File: src/rtl/sram_sync_ctrl.sv
// Synchronous single-port SRAM with registered read data and a post-reset zero-fill.
// While the zero-fill runs, the memory reports busy and discards every access.
module sram_sync_ctrl #(
  parameter int DW           = 8,
  parameter int AW           = 8,
  parameter int CLR_ON_RESET = 1
) (
  input  logic          clk,
  input  logic          rst_n,
  input  logic          cs_i,
  input  logic          wr_i,
  input  logic          rd_i,
  input  logic [AW-1:0] addr_i,
  input  logic [DW-1:0] din_i,
  output logic [DW-1:0] dout_o,
  output logic          doutValid_o,
  output logic          busy_o,
  output logic          drop_o
);

  localparam int DEPTH = 2 ** AW;

  typedef enum logic {CLEAR = 1'b0, IDLE = 1'b1} state_t;

  state_t        state_q;
  logic [AW-1:0] clrCnt_q;
  logic [AW-1:0] clrCnt_d;
  logic [DW-1:0] dout_q;
  logic          doutValid_q;
  logic          busy_q;
  logic          drop_q;
  logic          request;

  logic [DW-1:0] mem [DEPTH];

  assign request = cs_i & (wr_i | rd_i);

  always_comb begin
    clrCnt_d = clrCnt_q + 1'b1;
  end

  // A write arriving together with a read takes the port, so the read is ignored.
  always_ff @(posedge clk or negedge rst_n) begin
    if (!rst_n) begin
      state_q     <= (CLR_ON_RESET != 0) ? CLEAR : IDLE;
      busy_q      <= (CLR_ON_RESET != 0);
      clrCnt_q    <= '0;
      dout_q      <= '0;
      doutValid_q <= 1'b0;
      drop_q      <= 1'b0;
    end else begin
      doutValid_q <= 1'b0;
      drop_q      <= 1'b0;
      case (state_q)
        CLEAR: begin
          clrCnt_q <= clrCnt_d;
          drop_q   <= request;
          if (&clrCnt_q) begin
            state_q <= IDLE;
            busy_q  <= 1'b0;
          end
        end
        IDLE: begin
          if (cs_i && !wr_i && rd_i) begin
            dout_q      <= mem[addr_i];
            doutValid_q <= 1'b1;
          end
        end
        default: begin
          state_q <= IDLE;
          busy_q  <= 1'b0;
        end
      endcase
    end
  end

  // Storage carries no reset; holding rst_n low keeps the array untouched.
  always_ff @(posedge clk) begin
    if (rst_n) begin
      if (state_q == CLEAR) begin
        mem[clrCnt_q] <= '0;
      end else if (cs_i && wr_i) begin
        mem[addr_i] <= din_i;
      end
    end
  end

  assign dout_o      = dout_q;
  assign doutValid_o = doutValid_q;
  assign busy_o      = busy_q;
  assign drop_o      = drop_q;

endmodule

File: config.mk
export PLATFORM = sky130hd
export DESIGN_NAME = sram_sync_ctrl
export DESIGN_NICKNAME = d
export VERILOG_FILES = /design/src/rtl/sram_sync_ctrl.sv
export SDC_FILE = /design/constraint.sdc
export NUM_CORES = 2
export LEC_CHECK = 0
export ABC_CLOCK_PERIOD_IN_PS = 5500
export CORE_ASPECT_RATIO = 0.6
export CORE_UTILIZATION = 57
export DETAILED_ROUTE_END_ITERATION = 10
export PLACE_DENSITY = 0.78
export SLEW_MARGIN = 0
export SYNTH_ARGS = -nofsm -noshare
export SYNTH_HDL_FRONTEND = slang
export SYNTH_SLANG_ARGS = --single-unit
File: constraint.sdc
create_clock -name clk -period 5.5 [get_ports clk]
set_input_delay 1.65 -clock clk [delete_from_list [all_inputs] [get_ports clk]]
set_output_delay 1.65 -clock clk [all_outputs]
set_load 0.02 [all_outputs]
### Word-level counts from Yosys, hierarchy flattened

Memories as Yosys holds them, arrays and structs flattened. A register that Yosys moved wholly into a read port is not among the register bits.
Index checks and enable logic that the tools add are counted.

* $mul: 0
* muxes and demuxes: 15
* shift-type cells: 0
* eq/ne operators: 0
* $add $sub $neg: 1
* div/mod/pow operators: 0
* reductions and logical operators: 9
* order comparisons: 0
* bitwise operators: 3

Operators by type and width (number)
* 2-to-1 mux 8 bit: 2
* 2-to-1 mux 1 bit: 13
* AND reduction 9 bit: 1
* adder 8 x 1 -> 8 bit, second input constant: 1
* AND reduction 8 bit: 1
* OR reduction 8 bit: 1
* logical AND 1 bit: 3
* zero test 1 bit: 2
* AND reduction 2 bit: 1
* bitwise AND 1 bit: 1
* inverter 1 bit: 1
* OR 1 bit: 1

* output and inout port bits: 11
* memory bits (read-only): 0
* memories kept: 1
* input port bits: 21
* memory bits (writable): 2048
* bits in latches: 0
* register bits after elaboration: 12

Memories
* mem: words 256, width 8, rd ports 1, clocked after Yosys merged registers in 1, wr ports 1, RTL line 34 `logic [DW-1:0] mem [DEPTH];`

### Depth between registers and ports, before layout

* depth in word-level cells: 7
* gate-level depth with buffers: 13
* depth with buffers taken out: 6

### Least setup slack after synthesis

No wires, ideal clock.

* kind: input to register
* start point: input rst_n
* end point: memory mem[0][0] (data pin)
* setup time: 0.869 ns
* buffers on the path: 1
* path slack: -0.801 ns
* stages on the path: 3
* arrival time: 5.432 ns
* cell sequence: and4_1 > clkbuf_1 > and2_1

* cells in the longest elaborated chain, start to end: 4

Ends and longest elaborated chain
* from (decl): RTL line 9 `input logic rst_n,`
* 2-to-1 mux 1 bit: RTL line 79 `if (rst_n) begin`
* 2-to-1 mux 1 bit (implied by the code): RTL line 83 `mem[addr_i] <= din_i;`
* OR reduction 8 bit (no line)
* 2-to-1 mux 8 bit (no line)
* to (decl): RTL line 34

No other way between the ends.

==> parameters.txt <==
Parameter                              Value

Place
  Routability congestion estimate from global placement ... 0.938
  Total of buffers placed on input and output ports ... 31
  Detailed placer's ending HPWL ... 137 mm

STA
  Worst-margin pin slew ... 1.44 ns
  Max-slew headroom at the worst pin ... 0.0129
  Final setup skew ... 0.0291 ns
  Sum Neg Setup Slack ... 0 ns
  Setup violators final ... 0
  Final worst path period need ... 4.61 ns
  Portion of the clock cycle consumed by the worst path in the final layout ... 0.838
  Slew Viols, Final ... 0
  Hold violation count in the final report ... 0
  Timing-limited maximum frequency ... 217 MHz
  RSZ-0062 raised after global routing ... no

Worst hold path
  Hold-critical path depth ... 1
  HP Class ... reg2reg

Global routing
  Wire length of the first global-routing pass ... 307 mm
  Number of global-route vias before repair ... 42,200
  Antenna violations before repair ... 8
  Grt ovf ... 0
  Total global-route track usage ... 0.306
  Largest net degree at the start of global routing ... 121

Synthesis
  Leading register cell type out of synthesis ... sky130_fd_sc_hd__edfxtp_1
  Seq/Total Area, Yosys ... 0.768
  FF+latch count, synth ... 2,068
  Yosys warns ... 0
  Cell count after synthesis ... 3,819
  Mapped Avg Cell Area ... 21.1 um2
  Net Count, Synth ... 3,841
  Number of different library cells in the post-synthesis netlist ... 62
  Syn Std Cell Area ... 80,700 um2
  Async set-reset flop share out of synthesis ... 0.00967
  Post-synth EDFFs ... 2,048

Pwr
  Sum of internal, switching and leakage power ... 0.0298 W
  Switching share of power ... 0.207
  Clock power frac ... 0.402
  Sequential Power Share ... 0.572
  Areal power density over the cells ... 326 nW/um2
  Combinational group share of total power ... 0.027
  Peak supply drop ... 0.257 mV
  Leak Pwr ... 24.0 nW
  Internal portion of total power ... 0.0236 W
  Reported net switching power ... 0.00617 W

Layout
  Fill cell instance count of the final layout ... 8,716
  Share of final-layout standard cells stronger than drive strength 1 ... 0.269
  Number of nets in the layout ... 4,262
  Top library cells by usage in the layout, fill and taps aside ... sky130_fd_sc_hd__edfxtp_1 (2,048), sky130_fd_sc_hd__mux4_2 (472), sky130_fd_sc_hd__buf_4 (404)
  Area grow syn2layout ... 13.0%
  Most common cell after layout, fill and taps aside ... sky130_fd_sc_hd__edfxtp_1

Critical path
  Critical path arrival ... 5.35 ns
  Worst Setup Path Type ... in2reg
  Sort of element at the end of the critical path ... flop
  Req. time, crit path ... 6.24 ns
  Nature of the critical path startpoint ... primary input
  R2r worst-path depth ... 5
  Worst-path fanout max ... 13

Run status
  Result of the run ... complete, but fails checks
  Violated checks ... capacitance limit

Detailed routing
  Via count ... 43,300
  Post-detailed-route count of antenna-violating nets ... 0
  Detailed-route DRC error count ... 0
  Met2 routed wirelength ... 91.5 mm
  Overall routed net length ... 216 mm
  Met3 wire length ... 37.0 mm
  Top Layer Used ... met5
  Router iterations before antenna repair ... 10
  Routed WL per cell ... 34.4 um
  Mean number of vias per cell ... 6.90
  Starting DRC count in detailed routing ... 7,763
  Routed metal-1 wirelength ... 79.2 mm

Clock tree
  Sinks on Clock Net ... 2,068
  Number of buffers inserted by hold repair at cts ... 0
  Clock insertion delay at the later pin of the skew report ... 0.83 ns
  Number of buffers added by the clock tree synthesis step ... 168
  Clock tree from TritonCTS ... done
  Number of resized instances in the post-cts repair step ... 0
  Clk pin slew, worst setup/hold paths ... 0.07 ns
  Post-CTS Setup Repair Bufs ... 0
  Largest buffer count on any clock path ... 3
  Buffer type at the clock tree root ... sky130_fd_sc_hd__clkbuf_16
  H-tree depth reported by CTS ... 4

Die
  Die Footprint ... 143,000 um2
  I/O pin cnt ... 32
  Die width ... 488 um
  Core ar. ... 140,000 um2
  Initial cell density of the core ... 0.577
  Overall die height ... 294 um
  FP Rows ... 106

Job
  Number of max-capacitance violations reported ... 1
[synth_stat cells, types with 4 or more instances]
cell | instances | share of area
sky130_fd_sc_hd__edfxtp_1 | 2048 | 0.76
sky130_fd_sc_hd__mux4_2 | 472 | 0.13
sky130_fd_sc_hd__nor2_1 | 282 | 0.013
sky130_fd_sc_hd__mux2i_1 | 191 | 0.024
sky130_fd_sc_hd__clkbuf_1 | 99 | 0.0046
sky130_fd_sc_hd__nand2_1 | 64 | 0.0030
sky130_fd_sc_hd__o21ai_0 | 60 | 0.0037
sky130_fd_sc_hd__o22ai_1 | 55 | 0.0043
sky130_fd_sc_hd__nand3_1 | 51 | 0.0032
sky130_fd_sc_hd__o221ai_1 | 49 | 0.0053
sky130_fd_sc_hd__buf_2 | 42 | 0.0026
sky130_fd_sc_hd__buf_6 | 42 | 0.0059
sky130_fd_sc_hd__a211oi_1 | 40 | 0.0037
sky130_fd_sc_hd__nor2b_1 | 36 | 0.0028
sky130_fd_sc_hd__buf_4 | 21 | 0.0020
sky130_fd_sc_hd__nand2b_1 | 21 | 0.0016
sky130_fd_sc_hd__a22oi_1 | 19 | 0.0018
sky130_fd_sc_hd__dfrtp_1 | 19 | 0.0059
sky130_fd_sc_hd__nand3b_1 | 16 | 0.0015
sky130_fd_sc_hd__nor3_1 | 16 | 0.00099
sky130_fd_sc_hd__a21oi_1 | 15 | 0.00093
sky130_fd_sc_hd__buf_1 | 15 | 0.00070
sky130_fd_sc_hd__and2_1 | 12 | 0.00093
sky130_fd_sc_hd__nor4_1 | 12 | 0.00093
sky130_fd_sc_hd__a22o_1 | 10 | 0.0011
sky130_fd_sc_hd__o31ai_1 | 10 | 0.00093
sky130_fd_sc_hd__a221oi_1 | 9 | 0.00098
sky130_fd_sc_hd__a2111oi_0 | 7 | 0.00076
sky130_fd_sc_hd__a211o_1 | 7 | 0.00076
sky130_fd_sc_hd__a32oi_1 | 7 | 0.00076
sky130_fd_sc_hd__o2111ai_1 | 7 | 0.00076
sky130_fd_sc_hd__buf_8 | 6 | 0.0011
sky130_fd_sc_hd__nand4_1 | 6 | 0.00046
sky130_fd_sc_hd__a2111oi_2 | 5 | 0.00093
sky130_fd_sc_hd__or3_1 | 5 | 0.00039
sky130_fd_sc_hd__xnor2_1 | 5 | 0.00054
sky130_fd_sc_hd__inv_1 | 4 | 0.00019
[through the flow]
step | hold slack, ns | cells | area [um2] | setup slack [ns] | util
after floorplan | 0.493 | 3819 | 80800 | 1.02 | -
after global placement | 0.498 | 5959 | 85900 | 0.126 | 0.614
after detailed placement | 0.500 | 5960 | 85900 | 0.252 | 0.614
after CTS | 0.509 | 6267 | 91200 | 1.14 | 0.652
after global routing | 0.516 | 6269 | 91300 | 0.943 | 0.652
final | 0.516 | 6272 | 91300 | 0.890 | 0.652
[critical path: stages]
cell and delay [ns]:
sky130_fd_sc_hd__clkdlybuf4s50_1 0.94, sky130_fd_sc_hd__buf_4 0.31, sky130_fd_sc_hd__or3_1 0.30, sky130_fd_sc_hd__buf_4 0.33, sky130_fd_sc_hd__buf_4 0.18, sky130_fd_sc_hd__o21ai_0 0.08
sky130_fd_sc_hd__o21ai_0 0.80, sky130_fd_sc_hd__o2111ai_1 0.51, sky130_fd_sc_hd__o22ai_1 0.25
[final timing paths]
| kind | start | end | slack [ns] |
|---|---|---|---|
| worst min register to register | busy_o | busy_o | 0.52 |
| min in group asynchronous | rst_n | doutValid_o | 1.31 |
| worst min-delay path | busy_o | busy_o | 0.52 |
| max in group asynchronous | rst_n | busy_o | 3.86 |
| worst max register to register | state_q | mem[130][7] | 1.85 |
| worst max-delay path | addr_i[6] | dout_o[7] | 0.89 |
[power groups by stage]
stage	combinational, W	sequential (W)	clock, W
4_1_cts	0.000773	0.0170	0.0120
6_report	0.000794	0.0170	0.0120
3_3_place_gp	0.000760	0.0174	0
2_1_floorplan	0.000510	0.0174	0
3_5_place_dp	0.000767	0.0174	0
5_1_grt	0.000810	0.0170	0.0126
[layout make-up]
type	instances	area, um2	share of cell area
clock inverters	99	861	0.00943
diodes	5	12.5	0.000137
repair buffers	478	4210	0.0461
multi-input cells	1520	17400	0.190
clock buffers	208	4440	0.0486
inverters	4	15.0	0.000165
well taps	1890	2360	0.0259
flip-flops and latches	2068	62000	0.679
[sequential cells by signal, indices dropped and copies added, names as in the netlist]
signal and count:
clrCnt_q 8, doutValid_o 1, dout_o 8, mem 2048, busy_o 1, drop_o 1
state_q 1
[cells by family after synthesis]
logic type      synth area share
mux                        0.155
buf+inv                   0.0175
xor+xnor                0.000759
fa+ha+maj               0.000155
compound gates            0.0283
flops                      0.768
simple gates              0.0300
[layer usage]
metal / vias up / GRT usage
li1: 16800 / -
met1: 22100 / 0.452
met2: 3905 / 0.420
met3: 532 / 0.112
met4: 8 / 0.111
met5: - / 0.00573
Note: power is estimated with default switching activity, not from simulation.
